$ cat src/rtl/serial_code_lock_pkg.sv
// Shared definitions for the serial code lock: FSM state encoding,
// default parameter values and the failure counter width.
package serial_code_lock_pkg;

    typedef enum logic [2:0] {
        IDLE    = 3'd0,
        SHIFT   = 3'd1,
        CHECK   = 3'd2,
        OPEN    = 3'd3,
        LOCKOUT = 3'd4
    } state_t;

    localparam int DEF_WIDTH          = 8;
    localparam int DEF_MAX_FAIL       = 3;
    localparam int DEF_OPEN_CYCLES    = 16;
    localparam int DEF_LOCKOUT_CYCLES = 64;
    localparam int DEF_TIMEOUT_CYCLES = 32;

    localparam int FAIL_W = 3;

endpackage

$ cat src/rtl/eq_compare_n.sv
// WIDTH-bit equality compare: per-bit XNOR, AND-reduced; eq=1 when a==b.
module eq_compare_n #(
    parameter int WIDTH = 8
) (
    input  logic [WIDTH-1:0] a,
    input  logic [WIDTH-1:0] b,
    output logic             eq
);

    // Every bit position must agree for the words to be equal.
    assign eq = &(a ~^ b);

endmodule

$ cat src/rtl/serial_code_lock.sv
// Serial code lock: shifts a code word in MSB first, compares it with a
// stored key, opens a timed unlock window on a match and enters a timed
// lockout after MAX_FAIL consecutive mismatches.
// Optional feature macro: SERIAL_CODE_LOCK_TIMEOUT_EN enables an inter-bit
// idle timeout that abandons a partial entry.
//
// Input handshake: bit_valid is a one-cycle strobe with no back-pressure.
// A bit is taken on any cycle bit_valid is high while the FSM is in IDLE
// (and key_load is low) or SHIFT; strobes in CHECK, OPEN or LOCKOUT are
// dropped. key_load is likewise only honoured in IDLE.
module serial_code_lock
    import serial_code_lock_pkg::*;
#(
    parameter int WIDTH          = DEF_WIDTH,
    parameter int MAX_FAIL       = DEF_MAX_FAIL,
    parameter int OPEN_CYCLES    = DEF_OPEN_CYCLES,
    parameter int LOCKOUT_CYCLES = DEF_LOCKOUT_CYCLES
`ifdef SERIAL_CODE_LOCK_TIMEOUT_EN
    ,
    parameter int TIMEOUT_CYCLES = DEF_TIMEOUT_CYCLES
`endif
) (
    input  logic              clk,
    input  logic              reset,
    input  logic              key_load,
    input  logic [WIDTH-1:0]  key_in,
    input  logic              bit_valid,
    input  logic              bit_in,
    output logic              unlocked,
    output logic              alarm,
    output logic              busy,
    output logic [FAIL_W-1:0] fail_count
);

    localparam int CW   = $clog2(WIDTH + 1);
    localparam int TMAX = (OPEN_CYCLES > LOCKOUT_CYCLES) ? OPEN_CYCLES : LOCKOUT_CYCLES;
    localparam int TW   = $clog2(TMAX + 1);

    localparam logic [CW-1:0]     LAST_BIT   = CW'(WIDTH - 1);
    localparam logic [FAIL_W-1:0] FAIL_LIMIT = FAIL_W'(MAX_FAIL);
    localparam logic [TW-1:0]     OPEN_LOAD  = TW'(OPEN_CYCLES);
    localparam logic [TW-1:0]     LOCK_LOAD  = TW'(LOCKOUT_CYCLES);

`ifdef SERIAL_CODE_LOCK_TIMEOUT_EN
    localparam int GW = $clog2(TIMEOUT_CYCLES + 1);
    localparam logic [GW-1:0] GAP_LAST = GW'(TIMEOUT_CYCLES - 1);
    logic [GW-1:0] gap;
`endif

    // FSM state is kept as a named signal so checkers can bind to it.
    state_t           state;
    logic [WIDTH-1:0] key;
    logic [WIDTH-1:0] shreg;
    logic [CW-1:0]    bitcnt;
    logic [TW-1:0]    timer;
    logic             code_match;

    eq_compare_n #(.WIDTH(WIDTH)) u_eq (
        .a  (shreg),
        .b  (key),
        .eq (code_match)
    );

    // Lock FSM with all datapath registers and registered outputs.
    always_ff @(posedge clk) begin
        if (reset) begin
            state      <= IDLE;
            key        <= '0;
            shreg      <= '0;
            bitcnt     <= '0;
            timer      <= '0;
            fail_count <= '0;
            unlocked   <= 1'b0;
            alarm      <= 1'b0;
            busy       <= 1'b0;
`ifdef SERIAL_CODE_LOCK_TIMEOUT_EN
            gap        <= '0;
`endif
        end else begin
            case (state)
                IDLE: begin
                    // key_load wins; a simultaneous bit is dropped.
                    if (key_load) begin
                        key <= key_in;
                    end else if (bit_valid) begin
                        shreg  <= {shreg[WIDTH-2:0], bit_in};
                        bitcnt <= CW'(1);
                        busy   <= 1'b1;
                        state  <= SHIFT;
                    end
                end

                SHIFT: begin
                    if (bit_valid) begin
                        shreg  <= {shreg[WIDTH-2:0], bit_in};
                        bitcnt <= bitcnt + CW'(1);
`ifdef SERIAL_CODE_LOCK_TIMEOUT_EN
                        gap    <= '0;
`endif
                        if (bitcnt == LAST_BIT) begin
                            state <= CHECK;
                        end
                    end
`ifdef SERIAL_CODE_LOCK_TIMEOUT_EN
                    else if (gap == GAP_LAST) begin
                        // Entry abandoned: discard it without counting a failure.
                        gap    <= '0;
                        bitcnt <= '0;
                        busy   <= 1'b0;
                        state  <= IDLE;
                    end else begin
                        gap <= gap + GW'(1);
                    end
`else
                    // Without the timeout, SHIFT waits for the next strobe indefinitely.
`endif
                end

                CHECK: begin
                    bitcnt <= '0;
                    busy   <= 1'b0;
                    if (code_match) begin
                        fail_count <= '0;
                        timer      <= OPEN_LOAD;
                        unlocked   <= 1'b1;
                        state      <= OPEN;
                    end else if (fail_count + FAIL_W'(1) == FAIL_LIMIT) begin
                        fail_count <= FAIL_LIMIT;
                        timer      <= LOCK_LOAD;
                        alarm      <= 1'b1;
                        state      <= LOCKOUT;
                    end else begin
                        fail_count <= fail_count + FAIL_W'(1);
                        state      <= IDLE;
                    end
                end

                OPEN: begin
                    if (timer == TW'(1)) begin
                        unlocked <= 1'b0;
                        state    <= IDLE;
                    end else begin
                        timer <= timer - TW'(1);
                    end
                end

                LOCKOUT: begin
                    if (timer == TW'(1)) begin
                        alarm      <= 1'b0;
                        fail_count <= '0;
                        state      <= IDLE;
                    end else begin
                        timer <= timer - TW'(1);
                    end
                end

                default: begin
                    bitcnt   <= '0;
                    busy     <= 1'b0;
                    unlocked <= 1'b0;
                    alarm    <= 1'b0;
                    state    <= IDLE;
                end
            endcase
        end
    end

endmodule

$ cat config.mk
export PLATFORM = sky130hd
export DESIGN_NAME = serial_code_lock
export DESIGN_NICKNAME = d
export VERILOG_FILES = /design/src/rtl/serial_code_lock_pkg.sv /design/src/rtl/eq_compare_n.sv /design/src/rtl/serial_code_lock.sv
export SDC_FILE = /design/constraint.sdc
export NUM_CORES = 1
export LEC_CHECK = 0
export BUFFER_PORTS_ARGS = -buffer_cell sky130_fd_sc_hd__buf_2
export CAP_MARGIN = 30
export CORE_MARGIN = 2
export CORE_UTILIZATION = 52
export CTS_CLUSTER_SIZE = 20
export DETAILED_ROUTE_END_ITERATION = 16
export PLACE_DENSITY = 0.74
export SETUP_SLACK_MARGIN = 0.4
export SKIP_CTS_REPAIR_TIMING = 1
export SYNTH_ARGS = -nofsm -noshare
export SYNTH_HDL_FRONTEND = slang
export SYNTH_SLANG_ARGS = --single-unit
$ cat constraint.sdc
create_clock -name clk -period 1.8 [get_ports clk]
set_clock_uncertainty 0.15 [all_clocks]
set_input_delay 0.27 -clock clk [delete_from_list [all_inputs] [get_ports clk]]
set_output_delay 0.27 -clock clk [all_outputs]
set_load 0.05 [all_outputs]
---- Word-level counts from Yosys, hierarchy flattened ----
Index checks and enable logic that the tools add are counted.
word-level totals
  register bits after elaboration ......... 36
  logic and storage cells ................. 85
operators by class
  equality and inequality tests ........... 19
  muxes and demuxes ....................... 31
  $add $sub $neg .......................... 3
  reduce and logical (&&, ||, !) cells .... 18
  bitwise logic cells ..................... 5
operators with widths
  kind                                                                    number
  3-bit two-way mux                                                       9
  7-bit two-way mux                                                       3
  2-bit inequality test (second input constant)                           10
  8-bit two-way mux                                                       2
  8-bit case mux with 2 select lines                                      1
  7-bit case mux with 2 select lines                                      1
  4-bit two-way mux                                                       3
  3-bit case mux with 4 select lines                                      1
  4-bit case mux with 3 select lines                                      1
  3-bit by 2-bit equality test with 1-bit output (second input constant)  3
  3-bit AND reduction                                                     3
  3-bit OR reduction                                                      3
  4-bit AND reduction                                                     2
  8-bit AND reduction                                                     1
  8-bit bitwise XNOR                                                      1
  7-bit by 1-bit equality test with 1-bit output (second input constant)  1
  7-bit by 1-bit subtractor with 7-bit output (second input constant)     1
  1-bit two-way mux                                                       6
  1-bit case mux with 3 select lines                                      2
  3-bit case mux with 2 select lines                                      1
  2-bit AND reduction                                                     3
  2-bit nonzero test                                                      3
  5-bit AND reduction                                                     1
  4-bit by 1-bit adder with 4-bit output (second input constant)          1
  other kinds (10)                                                        13

---- Longest topological paths before layout ----
Gate-level depths: netlist of the first run.
  depth in word-level cells ............... 5
  depth in mapped cells ................... 7
  depth with buffers taken out ............ 7

---- By module ----
Synthesis of the first run repeated with hierarchy kept, for this count alone.
second synthesis, totals
  cells, all modules ...................... 218
  area total of the unflattened synthesis .. 1911.8 um2
modules (own cells, without submodules)
  module            times used  cells each  area an instance (um2)
  serial_code_lock  1           207         1825.5
  eq_compare_n      1           11          86.3

---- Least setup slack after synthesis of the first run ----
No wires, ideal clock.
  kind .................................... register to register
  from .................................... register fail_count[0]
  to ...................................... register timer[1]
  stages on the path, launching flop included .. 6
  data arrival time ....................... 1.746 ns
  required time ........................... 1.529 ns
  slack ................................... -0.217 ns
  buffers on the path ..................... 0
  library setup time ...................... 0.121 ns
  cells stage by stage .................... dfxtp_1 > ha_1 > xnor2_1 > a221oi_4 > nor2_4 > mux2_4
on the way
  cells in the longest elaborated chain, start to end .. 4
RTL lines
  element                                         line                     text
  from (decl)                                     serial_code_lock.sv:32   output logic [FAIL_W-1:0] fail_count
  from (signal assigned)                          serial_code_lock.sv:133  fail_count <= fail_count + FAIL_W'(1);
  3-bit by 1-bit adder with 3-bit output          serial_code_lock.sv:127  end else if (fail_count + FAIL_W'(1) == FAIL_LIMIT) begin
  3-bit by 2-bit equality test with 1-bit output  serial_code_lock.sv:127
  3-bit inequality test (no source line)          n/a
  3-bit AND reduction (no source line)            n/a
  to (signal assigned)                            serial_code_lock.sv:143  timer <= timer - TW'(1);
  to (signal assigned)                            serial_code_lock.sv:153  timer <= timer - TW'(1);
  to (decl)                                       serial_code_lock.sv:55   logic [TW-1:0] timer;
No other way between the ends.
A chain may end at the register's enable or synchronous reset.

---- Final worst setup path of the first run ----
  from .................................... register timer[3]
  to ...................................... register timer[5]
on the way
  cells in the longest elaborated chain, start to end .. 3
  elaborated cells between the ends (all ways) .. 6
  classes of those cells .................. add/sub (1); eq/ne (2); mux (2); reduce/logical (1)
RTL lines
  element
  7-bit by 1-bit subtractor with 7-bit output / 7-bit by 1-bit equality test with 1-bit output (equally long branches)
  7-bit two-way mux / 2-bit inequality test (equally long branches)
  7-bit case mux with 2 select lines / 3-bit AND reduction (equally long branches)
Several ways; a longest one is shown, not always the timed one. The select of a mux whose other input is x is not followed.

==> results.json, run 1 <==
{
  "cts.reportedPaths.clkPinSlew_ns": 0.08,
  "finalHoldViolations": 0,
  "drt-initial-drc-count": 109,
  "start_util_pct": 53.0,
  "grt_pass1_wl_mm": 7.05,
  "max-vdd-ir-drop_mv": 0.528,
  "status": "finished, final reports clean",
  "place_area_sq_um": 2230,
  "syn_nets": 243,
  "drive_gt1_share_pct": 44.9,
  "synthDistinctLibCells": 52,
  "slew_viol_final": 0,
  "cpLargestDelayFamily": "simple AND/OR/NAND/NOR gates",
  "worstMarginPinSlew_ns": 0.540,
  "core_area_sq_um": 3610,
  "grt_util_all_layers_pct": 21.6,
  "setup-tns-final_ns": 0,
  "clock.fmax_mhz": 574,
  "crit_buf_inv": 1,
  "vias": 1768,
  "gp_congestion": 0.857,
  "viasPerCell": 5.53,
  "die_y_um": 64.6,
  "cts_tree": "built",
  "drt_pass1_iterations": 4,
  "clock-root-buffer": "clkbuf_8",
  "die_w_um": 64.6,
  "min_period_over_period_pct": 96.7,
  "cp.required_ns": 1.80,
  "ant_nets": 0,
  "worst-path-max-fanout": 5,
  "maxSlewHeadroom_pct": 64.0,
  "cts_buffers": 5,
  "antenna_found_initial": 0,
  "crit_chain": "nor4_4 > buf_4 > and2_4 > nor2_1 > o41ai_2 > a211oi_1",
  "grt_start_max_net_pins": 28,
  "setup_viol": 0,
  "critPathMaxStageDelay_ns": 0.36,
  "start_kind": "flip-flop",
  "layout_commonest_cell": "nand2_1",
  "clk_latency_ns": 0.29,
  "ys_warn_count": 0,
  "port_buffers": 18,
  "clkSinkCount": 36,
  "syn_avg_cell_area_sq_um": 8.50,
  "diodes": 0,
  "fin_nets": 289,
  "cp_slowest_cell": "dfxtp_4",
  "grt_overflow": 0,
  "arrival_ns": 1.75,
  "power.density_nw_per_um2": 737,
  "hp-class": "in -> reg",
  "wl_mm": 4.59,
  "ios": 19,
  "ys_ff_latch": 36,
  "syn_inst": 225,
  "final_area_sq_um": 2650,
  "dp_hpwl_mm": 2.97,
  "synth_area_sq_um": 1910,
  "mostFrequentLayoutCells": "27 x nand2_1, 26 x dfxtp_1, 24 x buf_4, 21 x nor2_1, 17 x buf_2",
  "rows": 22,
  "worst_setup_path_end_kind": "flip-flop",
  "dp_worst_setup_slack_ns": 0.0635,
  "rsz0062_at_grt": "true",
  "clockBufferDepth": 2,
  "layout_setup_ws_ns": 0.0590,
  "wire_per_inst_um": 14.3,
  "post-route-min-period_ns": 1.74,
  "grt_pass1_vias": 1559,
  "die_area_sq_um": 4180,
  "drc": 0,
  "path_class": "reg -> reg",
  "htreeDepth": 2,
  "maxCapViolations": 0,
  "syn2layout_area_growth_pct": 38.5,
  "ys_seq_area_share_pct": 37.7,
  "p_leak_nw": 1.01
}
## cell families (layout without fill, tap and decap cells)
logic type               count (synthesis)  count (layout)  share of synthesized area, %
XOR/XNOR                                13              13                          5.96
AND/OR/NAND/NOR                         96              96                          25.4
buffers and inverters                   15              62                          3.01
AO/OA/AOI/OAI                           49              49                          18.7
adder cells (fa/ha/maj)                  5               5                          3.27
flip-flops                              36              36                          37.7
multiplexers                            11              11                          6.02
## state kept, by name, summed over array words and instances, names as in the netlist
register    cells
key             8
shreg           8
timer           7
bitcnt          4
fail_count      3
state           3
alarm           1
busy            1
unlocked        1
## worst register-to-register path, stage by stage (launching register included)
cell	delay, ns
dfxtp_4	0.36
nor4_4	0.32
buf_4	0.20
and2_4	0.18
nor2_1	0.05
o41ai_2	0.23
a211oi_1	0.12
## area by class of cell
type                    instances  area [sq um]
flip-flops and latches         36           746
clock buffers                   5          68.8
well taps                      48          60.1
clock inverters                 3          22.5
inverters                       7          26.3
fillers                       262           957
multi-input cells             174          1380
repair buffers                 47           342
## final timing paths
kind | from | to | slack, ns | cells after the start
min | key_in[2] | key[2]$_SDFFE_PP0P_ | 0.06 | 3
max | timer[3]$_SDFFE_PP0P_ | timer[5]$_SDFFE_PP0P_ | 0.06 | 6
min reg2reg | key[7]$_SDFFE_PP0P_ | key[7]$_SDFFE_PP0P_ | 0.33 | 2
max reg2reg | timer[3]$_SDFFE_PP0P_ | timer[5]$_SDFFE_PP0P_ | 0.06 | 6
## Yosys cell counts, drive strengths merged
master	instances	area (sq um)
nand4	3	18.8
a41oi	1	8.76
and4	2	20.0
o41ai	1	8.76
a21o	2	15.0
a221oi	1	26.3
nand3	5	35.0
o221ai	1	15.0
o211ai	1	7.51
ha	5	62.6
o21ai	6	30.0
a32oi	1	8.76
clkbuf	6	22.5
a31o	1	8.76
or3b	1	8.76
a211oi	5	37.5
and2	2	15.0
or3	1	6.26
a2111oi	2	17.5
mux2	1	15.0
mux2i	10	100
a311oi	1	15.0
nand2b	5	31.3
and3	2	12.5
buf	2	8.75
a22o	1	8.76
a21oi	18	93.8
a22oi	2	20.0
nor2	28	115
nand2	34	130
nor3b	2	15.0
xnor2	11	96.3
o21a	1	7.51
nor3	5	25.0
nor4	1	21.3
dfxtp	36	721
nor2b	5	31.3
a2bb2oi	1	8.76
a31oi	3	18.8
xor2	2	17.5
inv	7	26.3
## stage by stage
stage                     hold slack, ns  utilization (%)  total power, mW  cells
after floorplan                    0.256                -             1.16    225
after global placement             0.310             61.9             1.25    295
after detailed placement           0.315             61.9             1.26    295
after CTS                         0.0505             64.4             1.85    303
after global routing              0.0536             73.5             2.05    320
final                             0.0571             73.5             1.95    320
## where the power goes
part           switching [mW]  internal (mW)
logic                   0.259          0.230
registers              0.0409          0.829
clock network           0.318          0.275
## metal layers
layer,vias to the layer above,part of all wire (%),track usage [%]
met5,-,0,0
met4,0,1.8,7.98
met3,10,4.9,5.38
met2,47,49,35.5
met1,829,44,27.4
li1,882,-,-
Note: power is estimated with default switching activity, not from simulation.
==> run 2: changes to the inputs <==
--- a/config.mk
+++ b/config.mk
@@ -16,4 +16,5 @@
 export SKIP_CTS_REPAIR_TIMING = 1
 export SYNTH_ARGS = -nofsm -noshare
 export SYNTH_HDL_FRONTEND = slang
+export SYNTH_HIERARCHICAL = 1
 export SYNTH_SLANG_ARGS = --single-unit
==> run 2 against run 1 <==
  * Sequential cell count unchanged
  * Count of clock-buffer cells in the layout increased by 3
  * Final cell count shrank 4.1%
  * Largest cell class unchanged
  * Via count is 1.8% higher
  * Hold slack improved by 0.0072 ns
  * Setup slack got worse by 0.096 ns
  * Sequential power is essentially flat
  * The flow now finishes with violations (negative setup slack)
  * Non-clock buffer count shrank 3
  * Largest power group unchanged
  * Combinational power shrank 8.8%
  * Utilization is 0.17 points higher
  * Die area stayed put
  * Global-route usage decreased by 0.33 points
==> results.json, run 2 <==
{
  "drive_gt1_share_pct": 47.9,
  "diodes": 0,
  "gp_congestion": 0.820,
  "wl_mm": 4.92,
  "p_leak_nw": 1.03,
  "cts.reportedPaths.clkPinSlew_ns": 0.07,
  "start_kind": "flip-flop",
  "rsz0062_at_grt": "true",
  "worst_setup_path_end_kind": "flip-flop",
  "drt_pass1_iterations": 4,
  "htreeDepth": 2,
  "clkPwrFrac_pct": 32.7,
  "antenna_found_initial": 0,
  "synth.most_common_cell": "dfxtp_1",
  "multi_input_area_sq_um": 1390,
  "internal_power_mw": 1.38,
  "clock.fmax_mhz": 544,
  "post-route-min-period_ns": 1.84,
  "worst-path-max-fanout": 5,
  "wl_met2_mm": 2.50,
  "worstMarginPinSlew_ns": 0.393,
  "yosysTopAreaCellShare_pct": 37.7,
  "yosys.area.top_type": "dfxtp_1",
  "cp.required_ns": 1.82,
  "clk_latency_ns": 0.29,
  "dp_hpwl_mm": 3.05,
  "clockBufferDepth": 2,
  "grt_overflow": 0,
  "drc": 0,
  "cts_tree": "built",
  "layout_setup_ws_ns": -0.0371,
  "cts_buffers": 5,
  "fin_nets": 276,
  "dr.max_layer_used": "met4",
  "synth-edff-count": 0,
  "drt-initial-drc-count": 130,
  "status": "finished, violations left",
  "min_period_over_period_pct": 102,
  "maxSlewHeadroom_pct": 73.1,
  "grt_pass1_vias": 1568,
  "seqCellArea_sq_um": 756,
  "wire_per_inst_um": 16.0,
  "wl_met3_um": 230,
  "max-vdd-ir-drop_mv": 0.395,
  "synthDistinctLibCells": 50,
  "viasPerCell": 5.86,
  "wl_met1_mm": 2.11,
  "fill_cells": 244,
  "top_regs": "key (8), shreg (8), timer (7)",
  "place_area_sq_um": 2190,
  "die_w_um": 64.6,
  "grt_start_max_net_pins": 20,
  "yosys_most_used_dff": "dfxtp_1",
  "syn_avg_cell_area_sq_um": 8.77,
  "dp_cells": 287,
  "final_util_pct": 73.6,
  "start_util_pct": 53.0,
  "p_seq_share_pct": 44.5,
  "power.density_nw_per_um2": 738,
  "netSwitchingFraction_pct": 29.3,
  "ys_ff_latch": 36,
  "clock-root-buffer": "clkbuf_8",
  "vias": 1799,
  "syn2layout_area_growth_pct": 38.9,
  "die_area_sq_um": 4180,
  "synth_area_sq_um": 1910,
  "final-instance-count-excl-fill": 307,
  "mostFrequentLayoutCells": "21 x buf_4, 18 x nand2_1, 18 x dfxtp_1, 17 x buf_2, 14 x nor2_1",
  "syn_inst": 218,
  "pwr-share-comb_pct": 22.8,
  "clkSinkCount": 36,
  "path_class": "reg -> reg",
  "switchingPower_mw": 0.574,
  "final_area_sq_um": 2660,
  "ys_warn_count": 6,
  "rows": 22,
  "synth_common_cells": "36 x dfxtp_1, 27 x nand2_1, 22 x a21oi_1, 18 x nor2_1, 10 x mux2i_1",
  "slew_viol_final": 0,
  "dp_worst_setup_slack_ns": 0.00690,
  "synth.area.top_cells": "dfxtp_1 38%, a21oi_1 5.8%, nand2_1 5.3%",
  "async_flop_share_pct": 0,
  "die_y_um": 64.6,
  "finalHoldViolations": 0,
  "grt_util_all_layers_pct": 21.3,
  "syn_nets": 236,
  "ant_nets": 0,
  "ys_seq_area_share_pct": 37.7,
  "grt_pass1_wl_mm": 6.93,
  "hp-class": "in -> reg",
  "maxCapViolations": 0,
  "layout_commonest_cell": "buf_4",
  "violations": "negative setup slack",
  "core_area_sq_um": 3610,
  "port_buffers": 18,
  "arrival_ns": 1.86,
  "setup_viol": 5,
  "ios": 19
}
run 2: cell count changes after synthesis, sizes merged, moves of 3 or more:
cell / previous run / this run
a211oi: 5 / 2
a21oi: 18 / 22
buf: 2 / 6
nand2: 34 / 27
nand3: 5 / 10
nand3b: 0 / 4
nor2: 28 / 18
nor2b: 5 / 2
run 2: metrics by stage:
step	hold WS (ns)	TNS, ns	power (mW)
after global routing	0.0662	-0.777	2.03
after floorplan	0.256	0	1.11
after detailed placement	0.318	0	1.19
after CTS	0.0603	-0.0132	1.83
final	0.0644	-0.0540	1.96
after global placement	0.306	0	1.19
run 2: power by group through the flow:
stage / clock [mW] / combinational, mW / sequential, mW
2_1_floorplan: 0 / 0.217 / 0.889
3_3_place_gp: 0 / 0.304 / 0.882
3_5_place_dp: 0 / 0.309 / 0.884
4_1_cts: 0.652 / 0.310 / 0.866
5_1_grt: 0.680 / 0.474 / 0.876
6_report: 0.640 / 0.447 / 0.872
run 2: cell families after synthesis:
| logic type | synth area share (%) |
|---|---|
| flip-flops | 37.7 |
| AND/OR/NAND/NOR | 23.2 |
| adder cells (fa/ha/maj) | 3.27 |
| XOR/XNOR | 4.12 |
| buffers and inverters | 4.52 |
| multiplexers | 5.24 |
| AO/OA/AOI/OAI | 22.0 |
run 2: final timing paths:
| path | start | endpoint | slack (ns) | depth (start not counted) |
|---|---|---|---|---|
| min reg2reg | key[1]$_SDFFE_PP0P_ | key[1]$_SDFFE_PP0P_ | 0.33 | 2 |
| min | key_in[3] | key[3]$_SDFFE_PP0P_ | 0.06 | 3 |
| max | key[1]$_SDFFE_PP0P_ | timer[6]$_SDFFE_PP0P_ | -0.04 | 7 |
| max reg2reg | key[1]$_SDFFE_PP0P_ | timer[6]$_SDFFE_PP0P_ | -0.04 | 7 |
run 2: cell type report:
| cell class | instances | share of cell area, % |
|---|---|---|
| inverters | 7 | 1.13 |
| well taps | 48 | 2.26 |
| multi-input cells | 164 | 52.5 |
| repair buffers | 44 | 11.9 |
| flip-flops and latches | 36 | 28.5 |
| clock buffers | 8 | 3.77 |
run 2: worst max-delay path, cell delays in order (launching register included):
cell,delay (ns)
dfxtp_2,0.34
xnor2_2,0.16
nand4_1,0.15
nor2_2,0.22
and4bb_2,0.31
a41oi_4,0.07
a22oi_1,0.23
o32ai_2,0.09
run 2: metal layers:
metal	up-vias	track usage [%]
met4	0	7.98
met5	-	0
met2	49	35.8
li1	878	-
met1	864	26.1
met3	8	5.56
==> run 3: changes to the inputs <==
--- a/config.mk
+++ b/config.mk
@@ -5,13 +5,14 @@
 export SDC_FILE = /design/constraint.sdc
 export NUM_CORES = 1
 export LEC_CHECK = 0
+export ABC_AREA = 1
 export BUFFER_PORTS_ARGS = -buffer_cell sky130_fd_sc_hd__buf_2
 export CAP_MARGIN = 30
 export CORE_MARGIN = 2
-export CORE_UTILIZATION = 52
+export CORE_UTILIZATION = 58
 export CTS_CLUSTER_SIZE = 20
 export DETAILED_ROUTE_END_ITERATION = 16
-export PLACE_DENSITY = 0.74
+export PLACE_DENSITY = 0.78
 export SETUP_SLACK_MARGIN = 0.4
 export SKIP_CTS_REPAIR_TIMING = 1
 export SYNTH_ARGS = -nofsm -noshare
==> constraint.sdc (replaced) <==
create_clock -name clk -period 1.92 [get_ports clk]
set_clock_uncertainty 0.15 [all_clocks]
set_input_delay 0.288 -clock clk [delete_from_list [all_inputs] [get_ports clk]]
set_output_delay 0.288 -clock clk [all_outputs]
set_load 0.05 [all_outputs]
==> run 3 against run 2 <==
  * The flow now finishes without violations
  * Non-clock buffer count down 17
  * Final area down 12%
  * Global-route usage up 3.9 points
  * Combinational power up 120%
==> results.json, run 3 <==
{
  "setup_viol": 0,
  "synth.most_common_cell": "nand2_1",
  "synth_xor_area_share_pct": 1.36,
  "worstMarginPinSlew_ns": 0.555,
  "hp-class": "in -> reg",
  "setup-tns-final_ns": 0,
  "vias": 1936,
  "rows": 20,
  "async_flop_share_pct": 0,
  "grt_util_all_layers_pct": 25.2,
  "clock.fmax_mhz": 598,
  "p_leak_nw": 1.06,
  "ys_warn_count": 6,
  "worst_setup_path_end_kind": "flip-flop",
  "yosysTopAreaCellShare_pct": 37.2,
  "synthAdderAreaFrac_pct": 3.23,
  "finalHoldViolations": 0,
  "core_area_sq_um": 3130,
  "syn_inst": 302,
  "slew_viol_final": 0,
  "synth.area.top_cells": "dfxtp_1 37%, nand2_1 15%, nor2_1 11%",
  "layout_setup_ws_ns": 0.247,
  "clkSinkCount": 36,
  "synth_top_family_by_area": "simple AND/OR/NAND/NOR gates",
  "syn_nets": 320,
  "synth_common_cells": "76 x nand2_1, 56 x nor2_1, 39 x inv_1, 36 x dfxtp_1, 27 x nand3_1",
  "synthDistinctLibCells": 23,
  "dp_worst_setup_slack_ns": 0.227,
  "layout_commonest_cell": "nand2_1",
  "ys_ff_latch": 36,
  "path_class": "reg -> reg",
  "grt_pass1_wl_mm": 7.04,
  "port_buffers": 18,
  "clockBufferDepth": 2,
  "status": "finished, final reports clean",
  "start_kind": "flip-flop",
  "clock-root-buffer": "clkbuf_4",
  "die_area_sq_um": 3820,
  "cp.required_ns": 2.05,
  "drive_gt1_share_pct": 26.1,
  "drc": 0,
  "top_regs": "key (8), shreg (8), timer (7)",
  "die_w_um": 61.8,
  "wire_per_inst_um": 12.3,
  "power.density_nw_per_um2": 979,
  "post-route-min-period_ns": 1.67,
  "max-vdd-ir-drop_mv": 0.676,
  "drt-initial-drc-count": 127,
  "maxSlewHeadroom_pct": 63.0,
  "clk_latency_ns": 0.35,
  "wl_mm": 4.59,
  "maxCapViolations": 0,
  "cts_tree": "built",
  "yosys.area.top_type": "dfxtp_1",
  "syn2layout_area_growth_pct": 20.9,
  "ant_nets": 0,
  "min_period_over_period_pct": 87.1,
  "viasPerCell": 5.18,
  "start_util_pct": 62.0,
  "synth-edff-count": 0,
  "fin_nets": 349,
  "synth-compound-area-share_pct": 9.94,
  "htreeDepth": 2,
  "diodes": 0,
  "synth_mux_area_share_pct": 0,
  "yosys_most_used_dff": "dfxtp_1",
  "synth_area_sq_um": 1940,
  "mostFrequentLayoutCells": "72 x nand2_1, 49 x nor2_1, 32 x inv_1, 25 x nand3_1",
  "cts_buffers": 5,
  "yosys.area_share.simple_pct": 39.1,
  "syn_avg_cell_area_sq_um": 6.42,
  "dp_hpwl_mm": 2.94,
  "ios": 19,
  "grt_pass1_vias": 1681,
  "ys_seq_area_share_pct": 37.2,
  "drt_pass1_iterations": 4,
  "cts.reportedPaths.clkPinSlew_ns": 0.10,
  "grt_overflow": 0,
  "rsz0062_at_grt": "true",
  "antenna_found_initial": 0,
  "gp_congestion": 0.945,
  "arrival_ns": 1.81,
  "grt_start_max_net_pins": 21,
  "die_y_um": 61.8,
  "worst-path-max-fanout": 7
}
## run 3: cell count changes after synthesis, sizes merged, moves of 5 or more
cell | before | now
nand3 | 10 | 29
nand2 | 27 | 82
o21ai | 5 | 15
inv | 7 | 41
a31oi | 5 | 0
nor2 | 18 | 57
mux2i | 10 | 0
xnor2 | 9 | 1
## run 3: logic make-up (layout without fill, tap and decap cells)
group,after synthesis,in the layout
fa+ha+maj,5,5
compound gates,38,38
xor+xnor,3,3
flops,36,36
buf+inv,46,74
simple gates,174,174
## run 3: through the flow
step                area, sq um  util [%]  hold slack (ns)  cells  power (mW)
floorplan                  1970         -            0.301    302        1.58
global placement           2110      67.5            0.302    362        1.75
detailed placement         2110      67.5            0.299    362        1.76
CTS                        2150      68.8           0.0484    368        2.12
global route               2340      74.9           0.0429    374        2.48
finish                     2340      74.9           0.0547    374        2.29
## run 3: path summary, 6_finish.rpt
kind              slack [ns]                   from  depth (start not counted)                     to
setup / recovery        0.25  timer[1]$_SDFFE_PP0P_                         12  timer[4]$_SDFFE_PP0P_
hold / removal          0.05              key_in[0]                          3    key[0]$_SDFFE_PP0P_
setup reg to reg        0.25  timer[1]$_SDFFE_PP0P_                         12  timer[4]$_SDFFE_PP0P_
hold reg to reg         0.31  unlocked$_SDFFE_PP0P_                          2  unlocked$_SDFFE_PP0P_
## run 3: area by class of cell
| type | instances | area, sq um |
|---|---|---|
| fillers | 255 | 786 |
| flip-flops and latches | 36 | 748 |
| well taps | 44 | 55.1 |
| multi-input cells | 220 | 1180 |
| clock buffers | 6 | 41.3 |
| repair buffers | 27 | 161 |
| inverters | 41 | 159 |
## run 3: metal layers
metal	up-vias	track usage [%]	share of wire, %
li1	1002	-	-
met5	-	0	0
met4	0	11.2	1.2
met3	10	6.00	5.7
met2	59	37.3	47
met1	865	34.9	46
## run 3: power by group
group	leakage (nW)	internal [mW]	switching (mW)
sequential	0.301	0.862	0.105
combinational	0.740	0.338	0.627
clock	0.0242	0.130	0.231
total	1.06	1.33	0.964
## run 3: critical path: stages, from the launching register on
cell     delay, ns
dfxtp_1       0.34
inv_2         0.07
ha_1          0.14
inv_1         0.05
nor2_2        0.14
nand3_2       0.13
nand2_4       0.14
nand2_4       0.10
nand2_8       0.12
inv_4         0.04
nand2_1       0.05
nand2_1       0.04
nor2_1        0.09
